--- config.mk ---
export PLATFORM = sky130hd
export DESIGN_NAME = golden_nonce_queue
export DESIGN_NICKNAME = d
export VERILOG_FILES = /design/src/rtl/golden_nonce_queue.sv
export SDC_FILE = /design/constraint.sdc
export NUM_CORES = 1
export LEC_CHECK = 0
export CAP_MARGIN = 20
export CORE_ASPECT_RATIO = 2
export CORE_MARGIN = 1.5
export CORE_UTILIZATION = 64
export CTS_CLUSTER_SIZE = 10
export DETAILED_ROUTE_END_ITERATION = 7
export PLACE_DENSITY = 0.85
export RECOVER_POWER = 25
export SETUP_SLACK_MARGIN = 0.5
export SYNTH_ARGS = -nofsm -noshare
export SYNTH_HDL_FRONTEND = slang
export SYNTH_SLANG_ARGS = --single-unit
--- constraint.sdc ---
create_clock -name hash_clk -period 8.3 [get_ports hash_clk]
set_input_delay 0.83 -clock hash_clk [delete_from_list [all_inputs] [get_ports hash_clk]]
set_output_delay 0.83 -clock hash_clk [all_outputs]
set_load 0.05 [all_outputs]
--- src/rtl/golden_nonce_queue.sv ---
// golden_nonce_queue
// Buffers golden nonces coming out of the hashing pipeline until the host
// readout logic collects them over a valid/ready port. A back-to-back repeat
// filter drops the same nonce reported twice in a row. The hasher cannot be
// stalled, so candidates arriving at a full queue are counted as overflow
// instead of being held back.

module golden_nonce_queue #(
  parameter int DEPTH_LOG2 = 3,
  parameter int OVF_WIDTH  = 16
) (
  input  logic                  hash_clk,
  input  logic                  reset,
  input  logic                  flush,
  input  logic                  in_valid,
  input  logic [31:0]           in_nonce,
  output logic                  out_valid,
  output logic [31:0]           out_nonce,
  input  logic                  out_ready,
  output logic [DEPTH_LOG2:0]   level,
  output logic [OVF_WIDTH-1:0]  overflow_count,
  output logic [7:0]            dup_count
);

  localparam int                  DEPTH      = 1 << DEPTH_LOG2;
  localparam logic [DEPTH_LOG2:0] FULL_LEVEL = DEPTH[DEPTH_LOG2:0];
  localparam logic [DEPTH_LOG2:0] LVL_ONE    = {{DEPTH_LOG2{1'b0}}, 1'b1};
  localparam logic [DEPTH_LOG2-1:0] PTR_ONE  = {{(DEPTH_LOG2-1){1'b0}}, 1'b1};

  // Storage; never cleared, since the pointers and level define what is live.
  logic [31:0] mem [DEPTH];

  logic [DEPTH_LOG2-1:0] wrPtr_q, wrPtr_d;
  logic [DEPTH_LOG2-1:0] rdPtr_q, rdPtr_d;
  logic [DEPTH_LOG2:0]   level_q, level_d;
  logic [31:0]           lastNonce_q, lastNonce_d;
  logic                  lastValid_q, lastValid_d;
  logic [OVF_WIDTH-1:0]  ovfCount_q, ovfCount_d;
  logic [7:0]            dupCount_q, dupCount_d;
  logic [31:0]           outNonce_q, outNonce_d;

  logic isDup;
  logic push;
  logic pop;
  logic isFull;
  logic doWrite;
  logic dropped;
  logic memWrEn;

  // Classify this cycle's candidate and decide whether it lands in the
  // buffer, gets dropped for overflow, or is filtered as a repeat.
  always_comb begin
    isDup   = in_valid && lastValid_q && (in_nonce == lastNonce_q);
    push    = in_valid && !isDup;
    pop     = (level_q != '0) && out_ready;
    isFull  = (level_q == FULL_LEVEL);
    // A full queue still accepts a push when the head leaves in the same cycle.
    doWrite = push && (!isFull || pop);
    dropped = push && isFull && !pop;
    memWrEn = doWrite && !flush;
  end

  // Next-state for pointers, level, filter, counters and the registered head.
  // A flush discards everything in flight, including this cycle's candidate
  // and any pop offered alongside it.
  always_comb begin
    wrPtr_d     = wrPtr_q;
    rdPtr_d     = rdPtr_q;
    level_d     = level_q;
    lastNonce_d = lastNonce_q;
    lastValid_d = lastValid_q;
    ovfCount_d  = ovfCount_q;
    dupCount_d  = dupCount_q;
    outNonce_d  = outNonce_q;

    if (flush) begin
      wrPtr_d     = '0;
      rdPtr_d     = '0;
      level_d     = '0;
      lastValid_d = 1'b0;
      ovfCount_d  = '0;
      dupCount_d  = '0;
      outNonce_d  = '0;
    end else begin
      if (doWrite) begin
        wrPtr_d = wrPtr_q + PTR_ONE;
      end
      if (pop) begin
        rdPtr_d = rdPtr_q + PTR_ONE;
      end

      case ({doWrite, pop})
        2'b10:   level_d = level_q + LVL_ONE;
        2'b01:   level_d = level_q - LVL_ONE;
        default: level_d = level_q;
      endcase

      // Every fresh candidate becomes the new reference for the repeat
      // filter, even one that is about to be lost to overflow.
      if (push) begin
        lastNonce_d = in_nonce;
        lastValid_d = 1'b1;
      end

      if (isDup && (dupCount_q != 8'hFF)) begin
        dupCount_d = dupCount_q + 8'd1;
      end

      if (dropped && (ovfCount_q != '1)) begin
        ovfCount_d = ovfCount_q + {{(OVF_WIDTH-1){1'b0}}, 1'b1};
      end

      // Preload the head register with whatever sits at the next read
      // pointer, forwarding the incoming word when it is being written
      // into that very slot (empty queue, first word).
      if (level_d != '0) begin
        if (doWrite && (wrPtr_q == rdPtr_d)) begin
          outNonce_d = in_nonce;
        end else begin
          outNonce_d = mem[rdPtr_d];
        end
      end
    end
  end

  // Buffer write port.
  always_ff @(posedge hash_clk) begin
    if (memWrEn && !reset) begin
      mem[wrPtr_q] <= in_nonce;
    end
  end

  // State register; reset clears the same state as flush and zeroes the head.
  always_ff @(posedge hash_clk) begin
    if (reset) begin
      wrPtr_q     <= '0;
      rdPtr_q     <= '0;
      level_q     <= '0;
      lastNonce_q <= '0;
      lastValid_q <= 1'b0;
      ovfCount_q  <= '0;
      dupCount_q  <= '0;
      outNonce_q  <= '0;
    end else begin
      wrPtr_q     <= wrPtr_d;
      rdPtr_q     <= rdPtr_d;
      level_q     <= level_d;
      lastNonce_q <= lastNonce_d;
      lastValid_q <= lastValid_d;
      ovfCount_q  <= ovfCount_d;
      dupCount_q  <= dupCount_d;
      outNonce_q  <= outNonce_d;
    end
  end

  assign out_valid      = (level_q != '0);
  assign out_nonce      = outNonce_q;
  assign level          = level_q;
  assign overflow_count = ovfCount_q;
  assign dup_count      = dupCount_q;

endmodule
[Yosys cells after proc, flatten, opt, wreduce, memory -nomap -nowiden]
Memory sizes are Yosys's and may differ from the RTL's. A register that Yosys moved wholly into a read port is not among the register bits.
Cells that the tools add are included.
Storage, ports and cells
  register bits after elaboration: 67
  bits in writable memories: 256
  memories: 1
Memory list
  mem: depth 8, bits a word 32, read ports 1, clocked after memory_dff 1, wr ports 1, line 31  | logic [31:0] mem [DEPTH];
Operators by class
  bitwise logic cells: 1
  reductions and logical operators: 21
  add/subtract/negate cells: 6
  multiplexer cells: 6
  equal/unequal tests: 6
Operators with widths (number)
  == test 32 bit: 1
  adder 16 x 1 -> 16 bit (second input constant): 1
  inequality test 16 bit (second input constant): 1
  logical AND 1 bit: 11
  adder 8 x 1 -> 8 bit (second input constant): 1
  inequality test 8 bit (second input constant): 1
  one-hot mux 4 bit (2 select lines): 1
  nonzero test 4 bit: 2
  adder 3 x 1 -> 3 bit (second input constant): 2
  two-way mux 3 bit: 2
  logical NOT 1 bit: 5
  adder 4 x 1 -> 4 bit (second input constant): 1
  == test 4 bit (second input constant): 1
  two-way mux 4 bit: 1
  subtractor 4 x 1 -> 4 bit (second input constant): 1
  == test 2 x 1 -> 1 bit (second input constant): 1
  == test 2 bit (second input constant): 1
  two-way mux 1 bit: 2
  AND reduction 2 bit: 1
  OR reduction 2 bit: 1
  logical OR 1 bit: 1
  inverter 1 bit: 1

[Longest topological paths before layout]
  word-level depth: 9
  mapped depth: 18
  depth with buffers taken out: 15

[Least setup slack after synthesis]
No wires, ideal clock.
  path kind: input -> register
  from: in in_valid
  to: mem mem[0][0] (enable)
  slack: 3.668 ns
  library setup time: 0.461 ns
  data required time: 7.839 ns
  data arrival time: 4.171 ns
  stages on the path: 7
  path through: buf_4 -> nand2_1 -> a211o_1 -> or4_4 -> o31ai_4 -> or4_1 -> nor3_1
On the way
  word-level cells in the longest chain between the ends: 9
Ends and longest elaborated chain
  from (decl): line 15  | input logic in_valid,
  logical AND 1 bit (2 in series): line 53  | isDup = in_valid && lastValid_q && (in_nonce == lastNonce_q);
  logical NOT 1 bit: line 54  | push = in_valid && !isDup;
  logical AND 1 bit (*): line 54
  logical AND 1 bit (*): line 58  | doWrite = push && (!isFull || pop);
  logical AND 1 bit (*): line 60  | memWrEn = doWrite && !flush;
  logical AND 1 bit (*): line 128  | if (memWrEn && !reset) begin
  two-way mux 1 bit (*): line 128
  two-way mux 1 bit (implied by the code) (*): line 129  | mem[wrPtr_q] <= in_nonce;
  to (decl): line 31
Every way passes the cells marked *; elsewhere a longest branch is shown, timed or not.

[Worst setup path after layout]
  from: in in_nonce[29]
  to: reg outNonce_q[13], in the netlist out_nonce[13] (read register of mem)
On the way
  word-level cells in the longest chain between the ends: 9
  elaborated cells between the ends (all ways): 10
  classes of those cells: 3 x eq/ne; 2 x mux; 5 x reduce/logical
Ends and longest elaborated chain
  from (decl): line 16  | input logic [31:0] in_nonce,
  == test 32 bit (*): line 53
  logical AND 1 bit (*): line 53
  logical NOT 1 bit (*): line 54
  logical AND 1 bit (*): line 54
  logical AND 1 bit (*): line 58
  == test 2 x 1 -> 1 bit / == test 2 bit (equally long branches): line 92  | case ({doWrite, pop})
  one-hot mux 4 bit (2 select lines) (*): line 92
  two-way mux 4 bit (*): line 76  | if (flush) begin
  nonzero test 4 bit (*): line 116  | if (level_d != '0) begin
  to (decl): line 40  | logic [31:0] outNonce_q, outNonce_d;
Every way passes the cells marked *; elsewhere a longest branch is shown, timed or not. The select of a mux whose other input is x is not followed.
A chain may end at the register's enable or synchronous reset.

==> summary.md <==
| Metric | Value |
|---|---|
| TNS Setup | `0 ns` |
| Min Tclk post-route | `5.66 ns` |
| Hold crit path type | `flip-flop to flip-flop` |
| Logic pwr share | `9.1%` |
| CTS tree | `built` |
| I/O pin cnt | `98` |
| Unrepaired setup endpoints after global routing | `false` |
| Crit path DAT | `6.11 ns` |
| DIE HEIGHT | `222 um` |
| Critical path's slowest cell | `dlygate4sd3_1` |
| Yosys cell types | `53` |
| Sw frac | `23.5%` |
| Slack of the critical path | `2.64 ns` |
| Total GRT Usage | `31.2%` |
| Status | `finished, final reports clean` |
| Cts bufs inserted | `41` |
| Pwr dens | `222 mW/mm2` |
| #FFs+latches synth | `355` |
| Vias in the first global route | `11341` |
| Routed WL per cell | `24.3 um` |
| Final hold vios | `0` |
| Max Fclk | `177 MHz` |
| Top Family by Delay on Critical Path | `simple AND/OR/NAND/NOR gates` |
| Via density | `6.77` |
| Psw | `927 uW` |
| CTS Hold Bufs | `0` |
| Slew Limit Fails | `0` |
| Worst Max-Slew Pin Slew | `1.13 ns` |
| Critical path launch point type | `primary input` |
| Starting Density | `64.9%` |
| Global-route wire length before repair | `60.2 mm` |
| I/O Buffers | `97` |
| Residual DRC | `0` |
| Internal power | `3020 uW` |
| Yosys top cell by area | `edfxtp_1` |
| Nets | `1326` |
| Dpl hpwl | `21.2 mm` |
| Max-Cap Viols | `0` |
| Worst-case vdd ir drop | `0.173 mV` |
| Overflow after GRT | `0` |
| Final Non-Filler Cells | `1601` |
| Final setup fails | `0` |
| Delay of the slowest critical-path stage | `0.76 ns` |
| Worst setup EP type | `flip-flop` |
| CP bufs+invs | `2` |
| Core Rows | `80` |
| Gate Count Post-Synth | `1203` |
| H-tree Lvls | `2` |
| Largest net degree at the start of global routing | `66` |
| Clock Sinks | `355` |
| Via count | `10844` |
| Crit path kind | `primary input to flip-flop` |
| Number of synthesized flops with an enable pin | `256` |
| Mapped Nets | `1247` |
| Initial DRC count | `966` |
| Routed wire length | `38.9 mm` |
| Top post-synthesis cells by area | `edfxtp_1, dfxtp_1, mux2i_1` |
| Post-route ant nets | `0` |
| Share of the yosys chip area belonging to registers | `62.8%` |
| Pre-CTS setup slack | `2.23 ns` |
| Leading cell type in the layout, fill and taps excluded | `edfxtp_1` |
| Layout cells sized above 1 | `7.15%` |
| P_leak | `0.00595 uW` |
| Clk_skew | `0.0129 ns` |
| Critical Path, Cell by Cell | `dlygate4sd3_1 -> xor2_1 -> nor4_1 -> nand4_1 -> o31ai_4 -> nand2_1 -> fa_1 -> xor2_1 -> and3_1 -> a21boi_0 -> o22ai_1 -> a221o_1 -> a21oi_1 -> nand2b_2 -> buf_4 -> mux2i_1` |
| Clock Power Share | `41.7%` |
| Crit-path most repeated cell | `xor2_1` |
| Seq pwr share | `49.3%` |
| Pre-antenna DRT Iters | `5` |
| Share of the synthesized area in the top cell type | `50.0%` |
| Asr flop ratio synth | `0%` |
| Relative slew slack | `24.5%` |
| Worst-path clk slew | `0.05 ns` |
| Worst-Skew Late Latency | `0.53 ns` |
| YS warnings | `0` |
| Filler cells | `1415` |
| Core box area | `0.0237 mm2` |
| Post-CTS Setup Inserts | `0` |
| Main synth FF type | `edfxtp_1` |
| Max Buffers Root-to-Sink | `3` |
| Post-CTS sizing | `0` |
| Die X | `113 um` |
| Final Cycle Share | `68.2%` |
| Layout area overhead | `15.5%` |
| Gpl congestion | `0.820` |
| Most frequent cells in the layout | `edfxtp_1, mux2i_1, nor2_1, dfxtp_1, nand2_1` |
| Syn_area_per_cell | `12.8 um2` |
| Cell total after placement | `1526` |
| Die ar. | `0.0250 mm2` |
| CP required | `8.75 ns` |
| Initial antenna violation count | `0` |
| Maximum fanout along the worst path | `18` |
| Clk root buf | `clkbuf_16` |
| Inserted Diodes | `0` |
| Cell Area, Synth | `0.0154 mm2` |
layer usage:
metal	share of wire (%)	GRT usage, %	vias up
met5	0	0	-
met4	4.3	17.2	0
met3	8.9	5.16	134
met2	53	56.2	678
met1	34	34.7	5278
li1	-	-	4754
through the flow:
| step | hold slack, ns | total power [uW] | area [um2] | utilization (%) |
|---|---|---|---|---|
| after floorplan | 0.440 | 2210 | 15400 | - |
| after global placement | 0.442 | 2320 | 16600 | 69.9 |
| after detailed placement | 0.446 | 2330 | 16600 | 69.9 |
| after CTS | 0.456 | 3950 | 17800 | 74.9 |
| after global routing | 0.470 | 4040 | 17800 | 74.9 |
| final | 0.453 | 3950 | 17800 | 74.9 |
kinds of logic (layout without fill, tap and decap cells):
family,after synthesis,in the layout,share of synthesized area (%)
AOI/OAI and AO/OA,294,294,13.8
xor gates and xnor gates,56,56,3.31
buffers and inverters,92,203,2.89
and+or+nand+nor,265,265,7.64
DFF,355,355,62.8
adders and majority gates,7,7,0.618
muxes,134,134,8.88
registers in the layout, indices dropped and copies added (netlist names):
register	flops
dup_count	8
lastNonce_q	32
lastValid_q	1
level	4
mem	256
out_nonce	32
overflow_count	16
rdPtr_q	3
wrPtr_q	3
area by class of cell:
class	instances	area, um2	area share (%)
clock buffer	73	1190	6.69
clock inverter	2	16.3	0.0915
inverter	11	41.3	0.232
multi-input combinational	756	5380	30.3
sequential	355	9670	54.4
tap	287	359	2.02
timing repair buffer	117	1120	6.31
worst register-to-register path, cell delays in order, from the launching register on:
cell and delay, ns:
dfxtp_1 0.32, xor2_1 0.18, nor4_1 0.52, nand4_1 0.38, o31ai_4 0.50, nand2_1 0.19, fa_1 0.41, xor2_1 0.16
and3_1 0.22, a21boi_0 0.18, o22ai_1 0.10, a221o_1 0.27, a21oi_1 0.16, nand2b_2 0.53, buf_4 0.47, mux2i_1 0.25
worst paths after layout:
path              cells past startpoint  slack, ns            end             from
hold reg to reg                       2       0.45  out_nonce[11]    out_nonce[11]
hold / removal                        2       0.45  out_nonce[11]    out_nonce[11]
setup / recovery                     16       2.64  out_nonce[13]     in_nonce[29]
setup reg to reg                     15       3.39  out_nonce[13]  lastNonce_q[29]
power by group through the flow:
stage / Sequential [uW] / Combinational [uW] / Clock [uW]
finish: 1940 / 359 / 1640
global route: 1950 / 380 / 1710
CTS: 1940 / 355 / 1650
detailed placement: 1980 / 350 / 0
global placement: 1980 / 342 / 0
floorplan: 2020 / 196 / 0
synthesized netlist by cell type, types with 2 or more instances:
| master | instances |
|---|---|
| a211o_1 | 32 |
| a21oi_1 | 44 |
| a221oi_1 | 62 |
| a22o_1 | 32 |
| a22oi_1 | 33 |
| and3_1 | 6 |
| buf_1 | 3 |
| buf_2 | 10 |
| buf_4 | 7 |
| buf_6 | 8 |
| clkbuf_1 | 53 |
| dfxtp_1 | 99 |
| edfxtp_1 | 256 |
| ha_1 | 6 |
| inv_1 | 11 |
| mux2i_1 | 132 |
| mux4_2 | 2 |
| nand2_1 | 83 |
| nand2b_1 | 4 |
| nand3_1 | 19 |
| nand4_1 | 5 |
| nand4b_1 | 2 |
| nor2_1 | 105 |
| nor3_1 | 14 |
| nor4_1 | 8 |
| o21a_1 | 3 |
| o21ai_0 | 73 |
| o22ai_1 | 2 |
| or2_2 | 3 |
| or3_1 | 7 |
| or4_1 | 4 |
| xnor2_1 | 29 |
| xor2_1 | 26 |
Power figures use the tool's default switching activity.
